### src/rtl/clock_core_if.sv
// Key inputs and digit-decoder outputs of the alarm-clock time core.
// The master modport is the key/decoder side; the slave modport is the core.
interface clock_core_if;
  logic       key_mode, key_inc;
  logic [3:0] h_tens, h_ones, m_tens, m_ones, s_tens, s_ones;
  logic       on_h, on_m, on_s, flash, sec_pulse;

  modport master (
    output key_mode, key_inc,
    input  h_tens, h_ones, m_tens, m_ones, s_tens, s_ones,
    input  on_h, on_m, on_s, flash, sec_pulse
  );
  modport slave (
    input  key_mode, key_inc,
    output h_tens, h_ones, m_tens, m_ones, s_tens, s_ones,
    output on_h, on_m, on_s, flash, sec_pulse
  );
endinterface

### src/rtl/clock_core.sv
// 24-hour BCD time-of-day counter with RUN / SET_H / SET_M edit modes.
// All outputs come straight from registers or from decoding the prescaler.
module clock_core #(
  parameter int TICK_DIV = 50_000_000
) (
  input  logic         clk,
  input  logic         rst,
  clock_core_if.slave  bus
);
  localparam int PW = (TICK_DIV > 2) ? $clog2(TICK_DIV) : 1;

  typedef enum logic [1:0] {RUN, SET_H, SET_M} state_e;

  state_e        state_q;
  logic [PW-1:0] pre_q;
  logic [3:0]    ht_q, ho_q, mt_q, mo_q, st_q, so_q;
  logic          on_h_q, on_m_q, sec_pulse_q;

  logic       wrap;
  logic       s_carry, m_carry;
  logic [3:0] st_d, so_d, mt_d, mo_d, ht_d, ho_d;

  assign wrap = (pre_q == PW'(TICK_DIV - 1));

  // Incremented value of each field; >= guards keep any digit from exceeding 9.
  always_comb begin
    s_carry = (st_q >= 4'd5) && (so_q >= 4'd9);
    m_carry = (mt_q >= 4'd5) && (mo_q >= 4'd9);
    so_d = (so_q >= 4'd9) ? 4'd0 : so_q + 4'd1;
    st_d = (so_q >= 4'd9) ? ((st_q >= 4'd5) ? 4'd0 : st_q + 4'd1) : st_q;
    mo_d = (mo_q >= 4'd9) ? 4'd0 : mo_q + 4'd1;
    mt_d = (mo_q >= 4'd9) ? ((mt_q >= 4'd5) ? 4'd0 : mt_q + 4'd1) : mt_q;
    ht_d = ht_q;
    ho_d = ho_q + 4'd1;
    if ((ht_q >= 4'd2) && (ho_q >= 4'd3)) begin
      ht_d = 4'd0;
      ho_d = 4'd0;
    end else if (ho_q >= 4'd9) begin
      ht_d = ht_q + 4'd1;
      ho_d = 4'd0;
    end
  end

  always_ff @(posedge clk or posedge rst) begin
    if (rst) begin
      state_q     <= RUN;
      pre_q       <= '0;
      ht_q        <= '0;
      ho_q        <= '0;
      mt_q        <= '0;
      mo_q        <= '0;
      st_q        <= '0;
      so_q        <= '0;
      on_h_q      <= 1'b0;
      on_m_q      <= 1'b0;
      sec_pulse_q <= 1'b0;
    end else begin
      pre_q       <= wrap ? '0 : pre_q + 1'b1;
      sec_pulse_q <= wrap && (state_q == RUN);
      if (wrap && (state_q == RUN)) begin
        st_q <= st_d;
        so_q <= so_d;
        if (s_carry) begin
          mt_q <= mt_d;
          mo_q <= mo_d;
          if (m_carry) begin
            ht_q <= ht_d;
            ho_q <= ho_d;
          end
        end
      end
      if (bus.key_mode) begin
        case (state_q)
          RUN: begin
            state_q <= SET_H;
            on_h_q  <= 1'b1;
            on_m_q  <= 1'b0;
          end
          SET_H: begin
            state_q <= SET_M;
            on_h_q  <= 1'b0;
            on_m_q  <= 1'b1;
          end
          default: begin
            // Leaving edit restarts the second cleanly from :00.
            state_q <= RUN;
            on_h_q  <= 1'b0;
            on_m_q  <= 1'b0;
            st_q    <= '0;
            so_q    <= '0;
            pre_q   <= '0;
          end
        endcase
      end else if (bus.key_inc) begin
        if (state_q == SET_H) begin
          ht_q <= ht_d;
          ho_q <= ho_d;
        end else if (state_q == SET_M) begin
          mt_q <= mt_d;
          mo_q <= mo_d;
        end
      end
    end
  end

  assign bus.h_tens    = ht_q;
  assign bus.h_ones    = ho_q;
  assign bus.m_tens    = mt_q;
  assign bus.m_ones    = mo_q;
  assign bus.s_tens    = st_q;
  assign bus.s_ones    = so_q;
  assign bus.on_h      = on_h_q;
  assign bus.on_m      = on_m_q;
  assign bus.on_s      = 1'b0;
  assign bus.flash     = (pre_q >= PW'(TICK_DIV / 2));
  assign bus.sec_pulse = sec_pulse_q;
endmodule

### src/flat_wrapper.sv
// flat-port wrapper written by rule: the top's interface ports become plain ports
module clock_core_flat 
#(
  parameter int TICK_DIV = 50_000_000
)
  (clk, rst, bus_key_mode, bus_key_inc, bus_h_tens, bus_h_ones, bus_m_tens, bus_m_ones, bus_s_tens, bus_s_ones, bus_on_h, bus_on_m, bus_on_s, bus_flash, bus_sec_pulse);
  clock_core_if bus_i ();
  input  logic clk;
  input  logic rst;
  input wire logic [$bits(bus_i.key_mode)-1:0] bus_key_mode;
  input wire logic [$bits(bus_i.key_inc)-1:0] bus_key_inc;
  output wire logic [$bits(bus_i.h_tens)-1:0] bus_h_tens;
  output wire logic [$bits(bus_i.h_ones)-1:0] bus_h_ones;
  output wire logic [$bits(bus_i.m_tens)-1:0] bus_m_tens;
  output wire logic [$bits(bus_i.m_ones)-1:0] bus_m_ones;
  output wire logic [$bits(bus_i.s_tens)-1:0] bus_s_tens;
  output wire logic [$bits(bus_i.s_ones)-1:0] bus_s_ones;
  output wire logic [$bits(bus_i.on_h)-1:0] bus_on_h;
  output wire logic [$bits(bus_i.on_m)-1:0] bus_on_m;
  output wire logic [$bits(bus_i.on_s)-1:0] bus_on_s;
  output wire logic [$bits(bus_i.flash)-1:0] bus_flash;
  output wire logic [$bits(bus_i.sec_pulse)-1:0] bus_sec_pulse;
  assign bus_i.key_mode = bus_key_mode;
  assign bus_i.key_inc = bus_key_inc;
  assign bus_h_tens = bus_i.h_tens;
  assign bus_h_ones = bus_i.h_ones;
  assign bus_m_tens = bus_i.m_tens;
  assign bus_m_ones = bus_i.m_ones;
  assign bus_s_tens = bus_i.s_tens;
  assign bus_s_ones = bus_i.s_ones;
  assign bus_on_h = bus_i.on_h;
  assign bus_on_m = bus_i.on_m;
  assign bus_on_s = bus_i.on_s;
  assign bus_flash = bus_i.flash;
  assign bus_sec_pulse = bus_i.sec_pulse;
  clock_core #(.TICK_DIV(TICK_DIV)) u_core (.clk(clk), .rst(rst), .bus(bus_i));
endmodule
### config.mk
export PLATFORM = sky130hd
export DESIGN_NAME = clock_core_flat
export DESIGN_NICKNAME = d
export VERILOG_FILES = /design/src/rtl/clock_core_if.sv /design/src/rtl/clock_core.sv /design/src/flat_wrapper.sv
export SDC_FILE = /design/constraint.sdc
export NUM_CORES = 1
export LEC_CHECK = 0
export ABC_AREA = 1
export CAP_MARGIN = 20
export CORE_ASPECT_RATIO = 0.7
export CORE_MARGIN = 10
export CORE_UTILIZATION = 25
export CTS_BUF_LIST = sky130_fd_sc_hd__clkbuf_4 sky130_fd_sc_hd__clkbuf_8 sky130_fd_sc_hd__clkbuf_16
export CTS_CLUSTER_SIZE = 28
export DETAILED_ROUTE_END_ITERATION = 7
export HOLD_SLACK_MARGIN = 0.05
export PLACE_DENSITY = 0.39
export SETUP_SLACK_MARGIN = 0.1
export SKIP_LAST_GASP = 1
export SYNTH_ARGS = -nofsm -noshare
export SYNTH_HDL_FRONTEND = slang
export SYNTH_SLANG_ARGS = --single-unit
### constraint.sdc
create_clock -name clk -period 5 [get_ports clk]
set_input_delay 0.75 -clock clk [delete_from_list [all_inputs] [get_ports clk]]
set_output_delay 0.75 -clock clk [all_outputs]
set_load 0.03 [all_outputs]
==> out/results.tsv <==
metric	value	unit
p_sw_share	38.2	%
hold_class	flip-flop to flip-flop	
criticalPathCategory	flip-flop to primary output	
fin_skew	0.00754	ns
htreeDepth	2	
slew_viol_final	0	
ys_ff_latch	53	
whs_path_depth	1	
die_x	157	um
synth_seq_area_share	40.4	%
ys_top_cells_by_area	dfrtp_1, nand2_1, ha_1	
fin_hold_ws	0.488	ns
drtIter0Drc	141	
path_cells	nand2_1 -> inv_1 -> nand3_1 -> nor3_1 -> nand4_1 -> nand3_1 -> clkdlybuf4s50_1	
root_buffer	clkbuf_16	
p_leak	1.76	nW
min_period	2.73	ns
grt_pass1_wl	13800	um
dpl_cell_area	3760	um2
dieArea	18200	um2
critical_path.slowest_cell	clkdlybuf4s50_1	
antennaDiodeCount	0	
final_area	3890	um2
critPathArrivalTime	1.98	ns
netlist_area	3280	um2
synth_edf_count	0	
n_fill_cell	1346	
routed_wl	8090	um
p_int	0.835	mW
r2r_setup_slack	2.74	ns
clockPowerShare	24.8	%
antenna_found_initial	0	
startpoint_type	flip-flop	
cp-end-kind	primary output	
cts_num_sinks	53	
ys.flop_type	dfrtp_1	
combPwrFrac	33.2	%
finalCritPeriodShare	54.5	%
track_usage	9.37	%
cts_setup_buffers	0	
maxSlewHeadroom	52.6	%
port_buffers	31	
hold_start	u_core.pre_q[21]	
start_util	26.0	%
maxCapViolations	0	
holdPathEnd	u_core.pre_q[21]	
cp.required	4.25	ns
timing.setup.tns	0	ns
yosys-top-cells-count	nand2_1, inv_1, nor2_1, dfrtp_1, nand3_1	
detail-route-antenna-nets	0	
async_flop_share	100	%
synth_top_area_share	40.4	%
drc	0	
clk_pin_slew	0.07	ns
drive_gt1_share	6.51	%
dp_hpwl	6190	um
vias	2746	
clockBufferDepth	2	
num_rows	34	
ioPinCount	33	
status	finished clean	
hold_violations	0	
worstMarginPinSlew	0.711	ns
yosys.area.top_type	dfrtp_1	
crit_buf_inv	2	
path_max_fanout	4	
die_h	116	um
cp_top_family	buffers and inverters	
r2r_start	u_core.pre_q[0]	
p_per_area	348	nW/um2
area_growth	18.4	%
routedWlPerCell	13.0	um
pwr-share-seq	42.0	%
p_sw	0.517	mW
avgSynthCellArea	7.65	um2
core	12600	um2
grt_max_degree	36	
holdBufCountCts	0	
clkLatencyLatePin	0.30	ns
synth_cell_types	32	
synth_cells	429	
clock.fmax	367	MHz
grt_overflow	0	
place_congestion	0.776	
finalSetupViolations	0	
nets	485	
path_common_cell	nand3_1	
cts_tree	built	
via_per_inst	4.41	
ys_warn_count	0	
numCtsBuffers	5	
first_global_vias	2656	
rsz0062_at_grt	false	
rr_endpoint	u_core.pre_q[12]	
firstDrtPassIters	4	
cts_resized	0	
synth.most_common_cell	nand2_1	
ir_drop	0.000185	V
max_stage_delay	0.68	ns
synth_fp_nets	452	
r2r_cells	8	
## worst max path at each step
stage / slack [ns] / endpoint / cells past startpoint / start
finish: 2.27 / bus_flash / 7 / u_core.pre_q[19]
global route: 2.09 / bus_flash / 7 / u_core.pre_q[9]
CTS: 2.24 / bus_flash / 7 / u_core.pre_q[19]
detailed placement: 2.56 / u_core.pre_q[25] / 6 / bus_key_mode
global placement: 2.59 / bus_flash / 7 / u_core.pre_q[19]
floorplan: 2.96 / u_core.bus.h_ones[0] / 1 / rst
## state kept, by name, summed over array words and instances (netlist names), 4 cells and up
signal / cells
u_core.pre_q: 26
u_core.bus.h_ones: 4
u_core.bus.h_tens: 4
u_core.bus.m_ones: 4
u_core.bus.m_tens: 4
u_core.bus.s_ones: 4
u_core.bus.s_tens: 4
## kinds of logic after synthesis
| family | after synthesis | share of synthesized area, % |
|---|---|---|
| adder cells (fa/ha/maj) | 19 | 7.24 |
| AO/OA/AOI/OAI | 40 | 6.97 |
| AND/OR/NAND/NOR | 235 | 33.7 |
| flip-flops | 53 | 40.4 |
| XOR/XNOR | 11 | 2.93 |
| buffers and inverters | 70 | 8.69 |
| other | 1 | 0.114 |
## power groups by stage
stage | logic, mW | clock network [mW] | registers [mW]
after floorplan | 0.241 | 0 | 0.634
after global placement | 0.455 | 0 | 0.576
after detailed placement | 0.457 | 0 | 0.578
after CTS | 0.459 | 0.353 | 0.569
after global routing | 0.515 | 0.368 | 0.581
final | 0.449 | 0.335 | 0.567
## through the flow
step | power, mW | std cells | setup WS (ns) | utilization (%)
2_1_floorplan | 0.875 | 429 | 2.96 | -
4_1_cts | 1.38 | 623 | 2.24 | 30.8
3_5_place_dp | 1.03 | 617 | 2.56 | 29.7
5_1_grt | 1.46 | 623 | 2.09 | 30.8
6_report | 1.35 | 623 | 2.27 | 30.8
3_3_place_gp | 1.03 | 617 | 2.59 | 29.7
## layout make-up
class	instances	area (um2)	share of cell area [%]
multi-input combinational	306	1670	43.0
sequential	53	1330	34.1
timing repair buffer	32	318	8.17
inverter	64	240	6.18
tap	162	203	5.21
clock buffer	5	125	3.22
clock inverter	1	5.00	0.129
## placed cells by master, fill, tap and decap left out, types with 8 or more instances in the layout
master / instances
inv_1: 60
nand4_1: 11
o21ai_0: 15
clkdlybuf4s50_1: 31
nand2_1: 88
nand3_1: 38
dfrtp_1: 53
a21oi_1: 18
ha_1: 19
xor2_1: 8
nor3_1: 20
nor2_1: 57
## metal layers
| metal | up-vias | share of wire [%] | global-route usage [%] |
|---|---|---|---|
| met1 | 1260 | 55 | 13.7 |
| met3 | 8 | 4.7 | 2.22 |
| li1 | 1436 | - | - |
| met2 | 42 | 39 | 13.1 |
| met5 | - | 0 | 0 |
| met4 | 0 | 1.2 | 3.07 |
Note: power is estimated with default switching activity, not from simulation.
